`config.mk`:
```
export PLATFORM = sky130hd
export DESIGN_NAME = preempt_scheduler
export DESIGN_NICKNAME = d
export VERILOG_FILES = /design/src/rtl/preempt_scheduler.sv
export SDC_FILE = /design/constraint.sdc
export NUM_CORES = 1
export LEC_CHECK = 0
export CORE_MARGIN = 3
export CORE_UTILIZATION = 58
export DETAILED_ROUTE_END_ITERATION = 12
export PLACE_DENSITY = 0.82
export SYNTH_ARGS = -nofsm -noshare
export SYNTH_HDL_FRONTEND = slang
export SYNTH_SLANG_ARGS = --single-unit
```
`constraint.sdc`:
```
create_clock -name clock -period 11.35 [get_ports clock]
set_input_delay 3.405 -clock clock [delete_from_list [all_inputs] [get_ports clock]]
set_output_delay 3.405 -clock clock [all_outputs]
set_load 0.01 [all_outputs]
```
`src/rtl/preempt_scheduler.sv`:
```
// -----------------------------------------------------------------------------
// preempt_scheduler
//
// Preemptive round-robin quantum scheduler. Holds one quantum per process slot,
// counts down the running slot's quantum, and raises `interrupt` on expiry or
// when the running process finishes. The interrupt is held until the BIOS
// acknowledges it with FLAG_IMoffset, at which point the next active slot
// (round-robin) is loaded and counting resumes on the following cycle.
//
// Ports:
//   clock          processor clock
//   reset          synchronous, active-high
//   quantum        quantum value written by FLAG_spawn (0 -> DEFAULT_QUANTUM)
//   slot_sel       target slot for FLAG_spawn / FLAG_timer
//   FLAG_spawn     write quantum table entry and mark slot active
//   FLAG_timer     arm: start running slot_sel
//   halt, FLAG_input, FLAG_output   freeze counting while any is high
//   finish         running process ended
//   FLAG_IMoffset  context-switch acknowledge
//   interrupt      switch request, held until acknowledged
//   current_slot   running slot
//   next_slot      round-robin successor (combinational)
//   remaining      cycles left in the current quantum
//   active_mask    one bit per live slot
//   idle           no slot is active (combinational)
//
// Optional build macro PREEMPT_STATS_EN adds:
//   switch_count   saturating count of accepted acknowledges
//   expired_mask   per-slot "quantum expired" flags, cleared by spawn
// -----------------------------------------------------------------------------
module preempt_scheduler #(
  parameter int WORD_SIZE       = 32,
  parameter int SLOTS           = 4,
  parameter int SLOT_WIDTH      = 2,
  parameter int DEFAULT_QUANTUM = 64
) (
  input  logic                  clock,
  input  logic                  reset,
  input  logic [WORD_SIZE-1:0]  quantum,
  input  logic [SLOT_WIDTH-1:0] slot_sel,
  input  logic                  FLAG_spawn,
  input  logic                  FLAG_timer,
  input  logic                  halt,
  input  logic                  FLAG_input,
  input  logic                  FLAG_output,
  input  logic                  finish,
  input  logic                  FLAG_IMoffset,
  output logic                  interrupt,
  output logic [SLOT_WIDTH-1:0] current_slot,
  output logic [SLOT_WIDTH-1:0] next_slot,
  output logic [WORD_SIZE-1:0]  remaining,
  output logic [SLOTS-1:0]      active_mask,
  output logic                  idle
`ifdef PREEMPT_STATS_EN
  ,
  output logic [WORD_SIZE-1:0]  switch_count,
  output logic [SLOTS-1:0]      expired_mask
`endif
);

  localparam logic [WORD_SIZE-1:0] DEFAULT_Q = WORD_SIZE'(DEFAULT_QUANTUM);
  localparam logic [WORD_SIZE-1:0] ONE       = WORD_SIZE'(1);

  typedef enum logic [1:0] {
    S_IDLE,
    S_RUN,
    S_PEND
  } state_t;

  state_t                  state_q, state_d;
  logic                    interrupt_d;
  logic [SLOT_WIDTH-1:0]   slot_d;
  logic [WORD_SIZE-1:0]    remaining_d;
  logic [SLOTS-1:0]        mask_d;
  logic [WORD_SIZE-1:0]    spawn_value;
  logic                    frozen;
  logic [WORD_SIZE-1:0]    quantum_table [SLOTS];

  assign spawn_value = (quantum == '0) ? DEFAULT_Q : quantum;
  assign frozen      = halt | FLAG_input | FLAG_output;
  assign idle        = ~|active_mask;

  // Quantum table. Entries must read DEFAULT_QUANTUM after reset so that arming
  // a never-spawned slot still yields a defined quantum.
  // NOTE: this small table is deliberately reset; larger RAM-style storage
  // normally is not, since a reset forces it into flops.
  always_ff @(posedge clock) begin
    if (reset) begin
      for (int i = 0; i < SLOTS; i++) quantum_table[i] <= DEFAULT_Q;
    end else if (FLAG_spawn) begin
      quantum_table[slot_sel] <= spawn_value;
    end
  end

  // Round-robin successor: scan current+1 .. current+SLOTS (wrapping), so the
  // current slot is examined last. With no active slot, stay on current.
  logic [SLOT_WIDTH-1:0] cand;
  logic                  found;

  always_comb begin
    next_slot = current_slot;
    cand      = '0;
    found     = 1'b0;
    for (int i = 1; i <= SLOTS; i++) begin
      cand = current_slot + SLOT_WIDTH'(i);
      if (!found && active_mask[cand]) begin
        next_slot = cand;
        found     = 1'b1;
      end
    end
  end

  // Next-state logic. Event priority: timer > finish > acknowledge > decrement.
  // Spawn is applied last to the mask so its "set" beats a finish "clear".
  // NOTE: every output of this block gets a default first, so no path through
  // the if/else chain can leave a latch behind.
  always_comb begin
    state_d     = state_q;
    interrupt_d = interrupt;
    slot_d      = current_slot;
    remaining_d = remaining;
    mask_d      = active_mask;

    if (FLAG_timer) begin
      slot_d           = slot_sel;
      // A same-cycle spawn to this slot supplies the fresh quantum.
      remaining_d      = FLAG_spawn ? spawn_value : quantum_table[slot_sel];
      interrupt_d      = 1'b0;
      state_d          = S_RUN;
      mask_d[slot_sel] = 1'b1;
    end else if (finish && (state_q != S_IDLE)) begin
      mask_d[current_slot] = 1'b0;
      remaining_d          = '0;
      interrupt_d          = 1'b1;
      state_d              = S_PEND;
    end else if (FLAG_IMoffset && (state_q == S_PEND)) begin
      interrupt_d = 1'b0;
      slot_d      = next_slot;
      if (|active_mask) begin
        remaining_d = quantum_table[next_slot];
        state_d     = S_RUN;
      end else begin
        remaining_d = '0;
        state_d     = S_IDLE;
      end
    end else if ((state_q == S_RUN) && !frozen) begin
      if (remaining <= ONE) begin
        remaining_d = '0;
        interrupt_d = 1'b1;
        state_d     = S_PEND;
      end else begin
        remaining_d = remaining - ONE;
      end
    end

    if (FLAG_spawn) mask_d[slot_sel] = 1'b1;
  end

  // NOTE: registers are updated with non-blocking assignments so every flop
  // samples the pre-edge values regardless of statement order.
  always_ff @(posedge clock) begin
    if (reset) begin
      state_q      <= S_IDLE;
      interrupt    <= 1'b0;
      current_slot <= '0;
      remaining    <= '0;
      active_mask  <= '0;
    end else begin
      state_q      <= state_d;
      interrupt    <= interrupt_d;
      current_slot <= slot_d;
      remaining    <= remaining_d;
      active_mask  <= mask_d;
    end
  end

`ifdef PREEMPT_STATS_EN
  // RUN -> PEND without finish can only be an expiry (timer keeps RUN).
  logic             expire_evt;
  logic             switch_evt;
  logic [SLOTS-1:0] expired_d;

  assign expire_evt = (state_q == S_RUN) && (state_d == S_PEND) && !finish;
  assign switch_evt = (state_q == S_PEND) && FLAG_IMoffset && !FLAG_timer && !finish;

  always_comb begin
    expired_d = expired_mask;
    if (expire_evt) expired_d[current_slot] = 1'b1;
    if (FLAG_spawn) expired_d[slot_sel]     = 1'b0;
  end

  always_ff @(posedge clock) begin
    if (reset) begin
      switch_count <= '0;
      expired_mask <= '0;
    end else begin
      if (switch_evt && (switch_count != '1)) switch_count <= switch_count + ONE;
      expired_mask <= expired_d;
    end
  end
`endif

endmodule

```
==> results of run 1 <==
==> worst max-delay path: stages (launching register included) <==
cell and delay [ps]:
dfxtp_1 760, inv_1 140, ha_1 420, mux4_2 400, nor4_1 300, a41oi_1 70, and2_2 200, buf_4 280
inv_2 100, buf_4 660, clkdlybuf4s50_1 680
==> how the worst min path moves through the flow <==
stage | end | cells past startpoint
after floorplan | remaining[6] | 2
after global placement | remaining[24] | 2
after detailed placement | remaining[24] | 2
after CTS | remaining[24] | 2
after global routing | remaining[21] | 2
final | remaining[24] | 2
==> logic make-up (layout without fill, tap and decap cells) <==
logic type | after synthesis | count (layout) | share of synthesized area [%]
AOI/OAI and AO/OA | 156 | 156 | 11.1
xor gates and xnor gates | 20 | 20 | 1.80
adders and majority gates | 6 | 6 | 0.773
buffers and inverters | 82 | 144 | 3.58
DFF | 168 | 168 | 47.8
muxes | 91 | 91 | 14.2
and+or+nand+nor | 361 | 361 | 20.7
==> placed cells by master (no fill, tap or decap), types with 8 or more instances in the layout <==
cell	netlist	final
a21oi_1	45	45
o21ai_0	14	14
nand3_1	41	41
a22oi_1	19	19
inv_1	12	12
and3_1	100	100
mux2i_1	32	32
a31oi_1	9	9
o22ai_1	9	9
mux2_2	22	22
buf_4	5	15
and2_1	34	33
or3_1	9	9
nor4_1	16	16
xnor2_1	8	8
dfxtp_1	40	40
xor2_1	12	12
edfxtp_1	128	128
mux4_2	35	35
nand2_1	82	82
clkbuf_16	0	17
clkdlybuf4s50_1	0	80
nor2_1	28	27
nor3_1	12	12
==> per-layer routing <==
metal | GRT usage [%] | routed length (µm) | vias to the layer above
met4 | 13.0 | 1040 | 0
met2 | 49.0 | 13000 | 598
met1 | 41.7 | 10700 | 3811
met5 | 0 | 0 | -
met3 | 5.65 | 2920 | 119
li1 | - | - | 3510
==> metrics by stage <==
| step | power (mW) | setup WS (ps) | hold WS [ps] | utilization, % |
|---|---|---|---|---|
| final | 1.72 | 3490 | 562 | 69.9 |
| after global routing | 1.78 | 3200 | 600 | 69.9 |
| after CTS | 1.72 | 3490 | 564 | 69.9 |
| after detailed placement | 1.11 | 3950 | 557 | 66.0 |
| after global placement | 1.10 | 4080 | 538 | 66.0 |
| after floorplan | 0.987 | 5300 | 519 | - |
==> cell type report <==
cell class	instances	area, µm²	share of cell area [%]
Timing Repair Buffer	99	933	8.29
Inverter	13	48.8	0.433
Tap cell	216	270	2.40
Multi-Input combinational cell	634	4740	42.1
Clock buffer	22	484	4.30
Sequential cell	168	4640	41.2
Clock inverter	10	141	1.26
==> power breakdown <==
group | internal [mW] | leakage (nW) | total [mW] | switching [mW]
logic | 0.155 | 2.48 | 0.346 | 0.191
registers | 0.715 | 1.58 | 0.766 | 0.0507
clock network | 0.370 | 0.303 | 0.612 | 0.242
==> Yosys cell counts (all sizes together) (3+ instances only) <==
cell type    n  area share (%)
buf         16             1.0
o21ai       14            0.72
xnor2        8            0.72
inv         13            0.50
xor2        12             1.1
or4          4            0.35
o221ai       6            0.54
a221oi       6            0.54
a31oi        9            0.58
a31o         5            0.45
edfxtp     128              40
nand2b       5            0.32
nor3b        3            0.23
a211oi       3            0.23
a21oi       45             2.3
nor4        18             1.5
ha           6            0.77
clkbuf      53             2.0
a221o        6            0.62
or3         11            0.77
o21a         4            0.31
nor2        28             1.1
nor2b        5            0.32
mux2i       32             3.3
and3       100             6.4
a22oi       19             1.5
dfxtp       40             8.2
nand3       41             2.1
or2          7            0.45
o22ai        9            0.58
nor3        14            0.82
a211o        5            0.45
and2        34             2.2
mux4        35             8.1
nand2       82             3.2
o211ai       3            0.23
mux2        24             2.8
o31ai        5            0.39
==> sequential cells by signal, indices dropped and copies added (netlist names) <==
| signal | count |
|---|---|
| remaining | 32 |
| quantum_table | 128 |
| interrupt | 1 |
| current_slot | 2 |
| active_mask | 4 |
| state_q | 1 |
==> key figures, run 1 <==
Placed design
  • Gpl congestion: 0.867
  • HPWL Detailed: 16800 µm
  • Placed insts: 1130
  • DP Area: 0.0106 mm²
  • PortBufs: 84

Die
  • Die W: 135 µm
  • Cell row count: 46
  • Die height: 135 µm
  • Core Area: 0.0161 mm²
  • I/O pin cnt: 85
  • Initial Util: 60.3%
  • Die area: 0.0183 mm²

Finish
  • Area grow syn2layout: 15.9%
  • Final nets: 982
  • Diodes inserted: 0
  • Post-route cell area: 0.0113 mm²
  • Non-filler cells in the finished layout: 1162
  • Layout cells sized above 1: 13.7%
  • Fillers: 1146

Worst setup path
  • WS Path Type: reg2out
  • Required @ worst endpoint: 7950 ps
  • R2R cell count: 9
  • Endpoint type of the worst setup path: primary output
  • Setup crit start: current_slot[0]
  • Worst setup SP type: register
  • Reg-to-Reg Start: current_slot[0]
  • Worst Setup EP: next_slot[1]
  • RR Endpoint: remaining[2]
  • Worst Path Arrival: 4460 ps
  • CP Max Fanout: 65
  • Flop2flop setup slack: 6960 ps

STA
  • Period utilization: 69.3%
  • Clk_skew: 6.92 ps
  • Least-Margin Pin Slew: 1210 ps
  • Slew Limit Headroom: 19.1%
  • Final setup viols: 0
  • Max Freq: 127 MHz
  • Post-route minimum period: 7860 ps
  • Setup TNS: 0 ps
  • RSZ-0062 raised after global routing: no
  • Final slew viol count: 0
  • Final hold viol count: 0

Global routing
  • Tot GR Track Use: 30.7%
  • Total gr overflow: 0
  • Largest net degree at the start of global routing: 107
  • First-pass GRT wire length: 43100 µm
  • Initial antenna violation count: 0
  • Vias in the first global route: 7621

Clock network
  • Postcts setup bufs: 0
  • Reg clk slew, reported paths: 70 ps
  • Clk_lat worst skew: 430 ps
  • Cts hold-fix bufs: 0
  • CTS tree: yes
  • Num CTS Buffers: 17
  • Bufs on Longest Clock Path: 2
  • Htree depth: 4
  • Clock sink count: 168
  • CTS resizes: 0
  • Root Driver: clkbuf_16

Routing
  • Iteration-0 DRC Markers: 1120
  • DRC: 0
  • Via count: 8038
  • ANT nets after route: 0
  • Via-to-Cell Ratio: 6.92
  • Final wirelength: 27700 µm
  • Initial DRT Pass Iterations: 6
  • Routed wire per std cell: 23.8 µm

Synth
  • Synth Cell Area: 0.00972 mm²
  • Synth Area per Inst: 11.0 µm²
  • Post-Syn Nets: 933
  • Synth Register Bits: 168
  • Ys Warns: 0
  • Ys async rst share: 0%
  • Register area share after synthesis: 47.8%
  • Synth Flop Type: edfxtp_1
  • Number of library cell types mapped by synthesis: 65
  • Mapped Cells: 884
  • Post-synth EDFFs: 128

Hold path
  • Min-Delay Startpoint: remaining[24]
  • Min-delay worst type: reg2reg

Run status
  • Status: complete, no violations

Power
  • Cell Pwr Density: 153 mW/mm²
  • VDD IR max: 0.118 mV
  • Leakage: 4.36 nW

Flow run
  • Max cap viols: 0
(Power assumes the default switching activity.)
==> inputs of run 2 (changes only) <==
--- a/config.mk
+++ b/config.mk
@@ -6,9 +6,9 @@
 export NUM_CORES = 1
 export LEC_CHECK = 0
 export CORE_MARGIN = 3
-export CORE_UTILIZATION = 58
+export CORE_UTILIZATION = 53
 export DETAILED_ROUTE_END_ITERATION = 12
-export PLACE_DENSITY = 0.82
+export PLACE_DENSITY = 0.79
 export SYNTH_ARGS = -nofsm -noshare
 export SYNTH_HDL_FRONTEND = slang
 export SYNTH_SLANG_ARGS = --single-unit
==> constraint.sdc (replaced) <==
create_clock -name clock -period 7.08 [get_ports clock]
set_input_delay 2.124 -clock clock [delete_from_list [all_inputs] [get_ports clock]]
set_output_delay 2.124 -clock clock [all_outputs]
set_load 0.01 [all_outputs]
==> run 2 against run 1 <==
Combinational power grew 62%. First-iteration DRC count shrank 10%. Sequential power grew 61%. Clock-buffer cell count shrank 1. Register-to-register slack lost 4400 ps. Global-route usage shrank 1.9 points. Critical path depth shrank 2. Clock power grew 53%. Largest power group unchanged. Utilization shrank 5.9 points. Clock skew grew 3.7 ps.
==> key figures, run 2 (synthesized netlist as in run 1, its figures left out) <==
Routing
  • Routed wire per std cell: 24.4 µm (+2.4%)
  • DRC: 0 (unchanged)
  • Via count: 7928 (-1.4%)
  • Final wirelength: 28600 µm (+3.5%)
  • Initial DRT Pass Iterations: 6 (unchanged)
  • Via-to-Cell Ratio: 6.75 (-2.4%)
  • ANT nets after route: 0 (unchanged)
  • Iteration-0 DRC Markers: 1004 (-10%)

Finish
  • Area grow syn2layout: 15.8% (about the same)
  • Largest register FFs: 128 (unchanged)
  • Final nets: 985 (+0.31%)
  • Diodes inserted: 0 (unchanged)
  • Fillers: 1344 (+17%)
  • Non-filler cells in the finished layout: 1174 (+1.0%)
  • Seq. cell area: 0.00464 mm² (unchanged)
  • Post-route cell area: 0.0113 mm² (about the same)
  • Reg with most FFs: quantum_table
  • Footprint of the multi-input gates: 0.00474 mm² (unchanged)
  • Commonest non-fill, non-tap cells in the layout: edfxtp_1, and3_1, nand2_1
  • Largest regs: quantum_table: 128 flops, remaining: 32 flops, active_mask: 4 flops
  • Most common cell after layout, fill and taps aside: edfxtp_1
  • Layout cells sized above 1: 13.9% (+0.17 points)

Worst setup path
  • Crit path cell chain: inv_1 -> ha_1 -> mux4_2 -> nor4_1 -> a41oi_1 -> and2_2 -> inv_2 -> clkdlybuf4s50_1
  • CP Max Fanout: 45 (-31%)
  • Family with the most delay on the worst path: buffers and inverters
  • Endpoint type of the worst setup path: primary output
  • WS Path Type: reg2out
  • Required @ worst endpoint: 4960 ps (-2990 ps)
  • Worst Path Arrival: 3740 ps (-720 ps)
  • Slowest cell on crit path: dfxtp_1
  • Worst setup SP type: register
  • Slowest stage delay, CP: 760 ps (about the same)
  • CP bufs+invs: 3 (-2)

Power
  • Clock power frac: 34.3% (-1.2 points)
  • Share of power burned in combinational logic: 20.6% (+0.5 points)
  • Switching power: 789 µW (+63%)
  • Reg power frac: 45.1% (+0.7 points)
  • Net Sw Frac: 29.0% (+0.94 points)
  • Leakage: 4.35 nW (-0.12%)
  • VDD IR max: 0.192 mV (+63%)
  • P_int: 1.93 mW (+56%)
  • Cell Pwr Density: 242 mW/mm² (+58%)

Global routing
  • Vias in the first global route: 7723 (+1.3%)
  • First-pass GRT wire length: 44600 µm (+3.3%)
  • Largest net degree at the start of global routing: 125 (+17%)
  • Total gr overflow: 0 (unchanged)
  • Initial antenna violation count: 0 (unchanged)
  • Tot GR Track Use: 28.9% (-1.9 points)

Die
  • Cell row count: 48 (+4.3%)
  • I/O pin cnt: 85 (unchanged)
  • Core Area: 0.0176 mm² (+9.2%)
  • Initial Util: 55.2% (-5.1 points)
  • Die W: 141 µm (+4.4%)
  • Die area: 0.0200 mm² (+9.0%)
  • Die height: 141 µm (+4.4%)

STA
  • Least-Margin Pin Slew: 1340 ps (+126 ps)
  • Slew Limit Headroom: 10.5% (-8.6 points)
  • Final hold viol count: 0 (unchanged)
  • Max Freq: 171 MHz
  • Final slew viol count: 0 (unchanged)
  • Post-route minimum period: 5860 ps
  • Period utilization: 82.8%
  • RSZ-0062 raised after global routing: no
  • Final setup viols: 0 (unchanged)
  • Setup TNS: 0 ps (unchanged)
  • Clk_skew: 10.7 ps (+3.74 ps)

Clock network
  • Num CTS Buffers: 17 (unchanged)
  • Cts hold-fix bufs: 0 (unchanged)
  • Bufs on Longest Clock Path: 2 (unchanged)
  • Clk_lat worst skew: 440 ps (about the same)
  • Reg clk slew, reported paths: 70 ps (about the same)
  • Postcts setup bufs: 0 (unchanged)
  • CTS tree: yes
  • Root Driver: clkbuf_16
  • Clock sink count: 168 (unchanged)
  • Htree depth: 4 (unchanged)
  • CTS resizes: 0 (unchanged)

Run status
  • Status: complete, no violations

Placed design
  • DP Area: 0.0107 mm² (+0.32%)
  • Gpl congestion: 0.889 (+2.5%)
  • PortBufs: 84 (unchanged)
  • Placed insts: 1142 (+1.1%)
  • HPWL Detailed: 18000 µm (+6.8%)

Flow run
  • Max cap viols: 0 (unchanged)

Hold path
  • Min-delay worst type: reg2reg
==> run 2: tightest hold or removal path, delay by kind of cell, from the launching register on <==
family          cells  cell delay [ps]
compound gates      1               90
flops               1              360
simple gates        1               70
==> run 2: worst paths after layout <==
| path | from | end | slack [ps] | cells past startpoint |
|---|---|---|---|---|
| hold / removal | remaining[21] | remaining[21] | 570 | 2 |
| setup / recovery | current_slot[0] | next_slot[1] | 1220 | 8 |
| hold reg to reg | remaining[21] | remaining[21] | 570 | 2 |
| setup reg to reg | current_slot[0] | remaining[2] | 2560 | 11 |
==> run 2: cell type report <==
cell class | instances | share of cell area, %
multi-input combinational | 634 | 42.1
inverter | 13 | 0.434
timing repair buffer | 102 | 8.49
clock buffer | 21 | 4.09
tap | 225 | 2.50
clock inverter | 11 | 1.08
sequential | 168 | 41.3
==> run 2: power groups by stage <==
stage / logic [mW] / clock network [mW] / registers, mW
finish: 0.561 / 0.934 / 1.23
global route: 0.601 / 0.982 / 1.23
CTS: 0.553 / 0.940 / 1.22
detailed placement: 0.550 / 0 / 1.24
global placement: 0.541 / 0 / 1.24
floorplan: 0.357 / 0 / 1.22
==> run 2: metal layers <==
metal / up-vias / global-route usage, % / wire length (µm)
met5: - / 0 / 0
met4: 0 / 11.1 / 890
met3: 70 / 5.80 / 2860
met2: 515 / 46.0 / 13600
met1: 3844 / 39.3 / 11300
li1: 3499 / - / -
==> run 2: through the flow <==
step | total power [mW] | setup slack (ps) | utilization, % | hold slack (ps)
global placement | 1.78 | 1800 | 60.6 | 542
global route | 2.82 | 973 | 64.0 | 621
floorplan | 1.58 | 2310 | - | 519
detailed placement | 1.79 | 1680 | 60.6 | 557
finish | 2.72 | 1220 | 64.0 | 569
CTS | 2.72 | 1220 | 64.0 | 566
==> inputs of run 3 (changes only) <==
--- a/config.mk
+++ b/config.mk
@@ -6,9 +6,9 @@
 export NUM_CORES = 1
 export LEC_CHECK = 0
 export CORE_MARGIN = 3
-export CORE_UTILIZATION = 53
+export CORE_UTILIZATION = 58
 export DETAILED_ROUTE_END_ITERATION = 12
-export PLACE_DENSITY = 0.79
+export PLACE_DENSITY = 0.82
 export SYNTH_ARGS = -nofsm -noshare
 export SYNTH_HDL_FRONTEND = slang
 export SYNTH_SLANG_ARGS = --single-unit
==> constraint.sdc (replaced) <==
create_clock -name clock -period 5.4 [get_ports clock]
set_input_delay 1.62 -clock clock [delete_from_list [all_inputs] [get_ports clock]]
set_output_delay 1.62 -clock clock [all_outputs]
set_load 0.01 [all_outputs]
==> run 3 against run 2 <==
Clock skew is 2.4 ps lower. First-iteration DRC count is 27% higher. Total power is 34% higher. Final cell count is 0.26% lower. Sequential share of layout area is 0.27 points lower. Combinational power is 35% higher. Sequential power is 31% higher. Register-to-register slack worse by 1100 ps. Critical path depth stayed put. Hold slack worse by 11 ps. Die area is 8.3% lower. Critical path type unchanged. Critical endpoint unchanged.
==> key figures, run 3 (synthesized netlist as in run 1, its figures left out) <==
Worst setup path
  • Crit path cell chain: inv_1 -> ha_1 -> mux4_2 -> nor4_1 -> a41oi_1 -> and2_2 -> inv_2 -> clkdlybuf4s50_1
  • Endpoint type of the worst setup path: primary output
  • Slowest stage delay, CP: 530 ps (-230 ps)
  • Required @ worst endpoint: 3780 ps (-1180 ps)
  • Worst setup SP type: register
  • WS Path Type: reg2out
  • Slowest cell on crit path: clkdlybuf4s50_1
  • CP Max Fanout: 9 (-80%)
  • Worst Path Arrival: 3070 ps (-670 ps)

Power
  • Cell Pwr Density: 322 mW/mm² (+33%)
  • VDD IR max: 0.273 mV (+42%)
  • Total design power: 3.64 mW (+34%)
  • Leakage: 4.40 nW (+1.0%)

Finish
  • Layout cells sized above 1: 14.3% (+0.44 points)
  • Largest register FFs: 128 (unchanged)
  • Largest regs: quantum_table: 128 flops, remaining: 32 flops, active_mask: 4 flops
  • Seq. cell area: 0.00464 mm² (unchanged)
  • Area grow syn2layout: 16.6%
  • Post-route cell area: 0.0113 mm² (+0.66%)
  • Footprint of the multi-input gates: 0.00474 mm² (unchanged)
  • Diodes inserted: 0 (unchanged)
  • Final nets: 991 (+0.61%)
  • Fillers: 1171 (-13%)
  • Most common cell after layout, fill and taps aside: edfxtp_1
  • Reg with most FFs: quantum_table
  • Commonest non-fill, non-tap cells in the layout: edfxtp_1, and3_1, nand2_1

Flow run
  • Max cap viols: 0 (unchanged)

Run status
  • Status: complete, no violations

Routing
  • ANT nets after route: 0 (unchanged)
  • Initial DRT Pass Iterations: 6 (unchanged)
  • Via count: 8265 (+4.3%)
  • Final wirelength: 29100 µm (+1.8%)
  • Via-to-Cell Ratio: 7.06 (+4.5%)
  • Iteration-0 DRC Markers: 1274 (+27%)
  • DRC: 0 (unchanged)
  • Routed wire per std cell: 24.9 µm (+2.0%)

Placed design
  • PortBufs: 84 (unchanged)
  • DP Area: 0.0107 mm² (+0.43%)
  • HPWL Detailed: 18300 µm (+1.6%)
  • Gpl congestion: 0.983 (+11%)

Clock network
  • Root Driver: clkbuf_16
  • Num CTS Buffers: 17 (unchanged)
  • Postcts setup bufs: 0 (unchanged)
  • CTS resizes: 0 (unchanged)
  • Clock sink count: 168 (unchanged)
  • Reg clk slew, reported paths: 70 ps (about the same)
  • Htree depth: 4 (unchanged)
  • Clk_lat worst skew: 440 ps (about the same)
  • Bufs on Longest Clock Path: 2 (unchanged)
  • Cts hold-fix bufs: 0 (unchanged)
  • CTS tree: yes

STA
  • Clk_skew: 8.30 ps (-2.36 ps)
  • Max Freq: 213 MHz
  • RSZ-0062 raised after global routing: no
  • Least-Margin Pin Slew: 1210 ps (-127 ps)
  • Setup TNS: 0 ps (unchanged)
  • Post-route minimum period: 4690 ps
  • Final setup viols: 0 (unchanged)
  • Period utilization: 86.9%
  • Slew Limit Headroom: 19.0% (+8.5 points)
  • Final hold slack: 558 ps (-10.7 ps)
  • Final slew viol count: 0 (unchanged)
  • Final hold viol count: 0 (unchanged)

Hold path
  • Min-delay worst type: reg2reg

Global routing
  • Initial antenna violation count: 0 (unchanged)
  • Total gr overflow: 0 (unchanged)
  • Largest net degree at the start of global routing: 61 (-51%)
  • Tot GR Track Use: 32.1% (+3.2 points)
  • First-pass GRT wire length: 44800 µm (+0.53%)
  • Vias in the first global route: 7906 (+2.4%)

Die
  • Cell row count: 46 (-4.2%)
  • Die height: 135 µm (-4.2%)
  • Core Area: 0.0161 mm² (-8.4%)
  • Die W: 135 µm (-4.2%)
  • Die area: 0.0183 mm² (-8.3%)
  • I/O pin cnt: 85 (unchanged)
  • Initial Util: 60.3% (+5.1 points)
-- run 3: cell count changes in the layout (fill, tap and decap cells not counted), sizes merged --
cell    change
bufinv      +2
clkinv      +4
inv         -2
clkbuf      -4
buf         +6
-- run 3: layout make-up --
cell class	instances	area share [%]
multi-input combinational	634	41.9
sequential	168	41.0
timing repair buffer	108	8.95
clock buffer	17	3.76
tap	216	2.39
clock inverter	15	1.62
inverter	13	0.431
-- run 3: path summary, 6_finish.rpt --
kind / slack (ps) / to / startpoint / depth (start not counted)
worst min-delay path: 560 / remaining[21] / remaining[21] / 2
worst max register to register: 1490 / remaining[14] / current_slot[1] / 12
worst max-delay path: 710 / next_slot[1] / current_slot[1] / 8
worst min register to register: 560 / remaining[21] / remaining[21] / 2
-- run 3: report_power, final --
group          internal (mW)  switching (mW)
logic                  0.331           0.428
clock network          0.765           0.512
registers               1.50           0.103
-- run 3: metal layers --
metal,part of all wire (%),global-route usage (%),up-vias
li1,-,-,3505
met1,37,43.1,3969
met2,47,50.6,674
met3,12,6.98,117
met4,4.2,14.3,0
met5,0,0,-
-- run 3: worst max-delay path, delay by kind of cell (launching register included) --
family	cells	cell delay [ps]
buffers and inverters	3	710
AO/OA/AOI/OAI	1	70
flip-flops	1	500
AND/OR/NAND/NOR	2	560
multiplexers	1	400
adder cells (fa/ha/maj)	1	390
-- run 3: metrics by stage --
stage	instances	setup WS (ps)	utilization [%]
2_1_floorplan	884	1140	-
3_3_place_gp	1139	965	66.5
3_5_place_dp	1139	891	66.5
4_1_cts	1171	751	70.3
5_1_grt	1171	591	70.3
6_report	1171	709	70.3
==> edit (config.mk and constraints of run 3) <==
`SLOTS`: 4 -> 8.
--- a/src/rtl/preempt_scheduler.sv
+++ b/src/rtl/preempt_scheduler.sv
@@ -31,5 +31,5 @@
 module preempt_scheduler #(
   parameter int WORD_SIZE       = 32,
-  parameter int SLOTS           = 4,
+  parameter int SLOTS           = 8,
   parameter int SLOT_WIDTH      = 2,
   parameter int DEFAULT_QUANTUM = 64
Interface: changed (resized active_mask); port bits go from 85 to 89. No check against the original RTL was run, so the function may have changed too.
==> edit against run 3 <==
- critical path depth stayed put
- routed wire length up 7.5%
- total power down 2.7%
- synthesized area up 4.7%
- sequential share of layout area is 1.4 points lower
- cell count is 8.5% higher
- clock skew is 0.0014 ns lower
- via count up 7.0%
- final area is 3.7% higher
- clock power is 12% lower
- count of clock-buffer cells in the layout is 2 higher
- sequential cell count unchanged
- worst setup slack lost 0.36 ns
- die area grew 4.5%
- critical path type unchanged
- largest power group unchanged
==> edit: results (changes against run 3) <==
CELLS AND AREA
--------------------------------------------------------------------------------
Fill cell instance count of the final layout                                1252   +6.9%
Post-layout net count                                                       1087   +9.7%
Diode insertion count for antenna repair                                       0   unchanged

PLACED DESIGN
--------------------------------------------------------------------------------
Post-DP Area                                                           11200 µm²   +4.6%
DPL Wire Length                                                         18600 µm   +2.1%
Routability congestion estimate from global placement                      0.892   -9.2%
Cell total after placement                                                  1239   +8.8%

GLOBAL ROUTE
--------------------------------------------------------------------------------
Total routing usage reported by global routing                             0.321   about the same
Wire length of the first global-routing pass                            48300 µm   +7.8%
Number of antenna violations at the first check in global routing              1   +1
Number of global-route vias before repair                                   8668   +9.6%
Largest net degree at the start of global routing                             51   -16%

TIMING
--------------------------------------------------------------------------------
Worst setup skew after layout                                         0.00694 ns   -0.00136 ns
Relative slew slack                                                        0.267   +0.0772

SYNTH
--------------------------------------------------------------------------------
Post-Synthesis Cells                                                         986   +12%
Commonest cells in the netlist                                      128 x sky130_fd_sc_hd__and2_1, 128 x sky130_fd_sc_hd__edfxtp_1, 118 x sky130_fd_sc_hd__nand2_1, 55 x sky130_fd_sc_hd__clkbuf_1, 51 x sky130_fd_sc_hd__a21oi_1
Biggest area contributors in the synthesized netlist                sky130_fd_sc_hd__edfxtp_1 38%, sky130_fd_sc_hd__and2_1 7.9%, sky130_fd_sc_hd__dfxtp_1 7.9%
Unique cell type count in the Yosys netlist                                   76   +17%
Post-synth EDFFs                                                             128   unchanged
Register area share after synthesis                                        0.457   -0.0215

DETAILED ROUTING
--------------------------------------------------------------------------------
Drt pass-1 iters                                                               6   unchanged
Detailed router's first-iteration violation count                           1336   +4.9%
Drt via density                                                             6.96   -1.4%
Total number of vias                                                        8840   +7.0%
Sum of routed wire length over all layers                               31300 µm   +7.5%

CLOCK TREE
--------------------------------------------------------------------------------
CTS clock-pin slew for the worst setup and hold paths                    0.06 ns

POWER
--------------------------------------------------------------------------------
Leakage power total                                                      4.15 nW   -5.6%
Worst supply voltage drop on vdd                                        0.258 mV   -5.4%

STATUS
--------------------------------------------------------------------------------
Outcome                                                             finished clean

SETUP PATH
--------------------------------------------------------------------------------
Worst-path fanout max                                                         18   +9

-- edit: layout make-up --
class	instances	area [µm²]	share of cell area
inverters	17	66.3	0.00565
well taps	220	275	0.0234
clock buffers	19	443	0.0377
flip-flops and latches	168	4650	0.396
repair buffers	109	1050	0.0895
multi-input cells	725	5170	0.441
clock inverters	12	85.1	0.00725
-- edit: power by group --
group / leakage (nW) / internal, mW / switching (mW)
registers: 1.59 / 1.50 / 0.0939
clock network: 0.258 / 0.632 / 0.499
logic: 2.30 / 0.346 / 0.477
-- edit: worst max-delay path, stage by stage (launching register included) --
cell and delay [ns]:
sky130_fd_sc_hd__dfxtp_2 0.51, sky130_fd_sc_hd__inv_1 0.19, sky130_fd_sc_hd__ha_1 0.44, sky130_fd_sc_hd__or3b_1 0.39, sky130_fd_sc_hd__a211o_1 0.34, sky130_fd_sc_hd__a311oi_4 0.34, sky130_fd_sc_hd__nor2_4 0.18, sky130_fd_sc_hd__inv_4 0.08
sky130_fd_sc_hd__clkdlybuf4s50_1 0.52
-- edit: logic make-up after synthesis --
| logic type | after synthesis | share of synthesized area |
|---|---|---|
| adders and majority gates | 6 | 0.00738 |
| xor gates and xnor gates | 17 | 0.0146 |
| DFF | 168 | 0.457 |
| muxes | 80 | 0.124 |
| buffers and inverters | 96 | 0.0405 |
| other | 1 | 0.000369 |
| and+or+nand+nor | 407 | 0.210 |
| AOI/OAI and AO/OA | 211 | 0.147 |
-- edit: final timing paths --
path	startpoint	to	slack, ns	cells after the start
hold reg to reg	remaining[31]	remaining[31]	0.56	2
setup / recovery	current_slot[0]	next_slot[1]	0.35	8
hold / removal	remaining[31]	remaining[31]	0.56	2
setup reg to reg	current_slot[0]	remaining[18]	1.17	11
-- edit: metal layers --
layer	wire length, µm	GRT usage	up-vias
li1	-	-	3788
met1	11700	0.421	4239
met2	14600	0.509	699
met3	3830	0.0784	112
met4	1170	0.145	2
met5	20	0	-
-- edit: stage by stage --
stage | power [mW] | util
after floorplan | 2.11 | -
after global placement | 2.38 | 0.664
after detailed placement | 2.41 | 0.664
final | 3.54 | 0.696
after global routing | 3.66 | 0.696
after CTS | 3.52 | 0.696
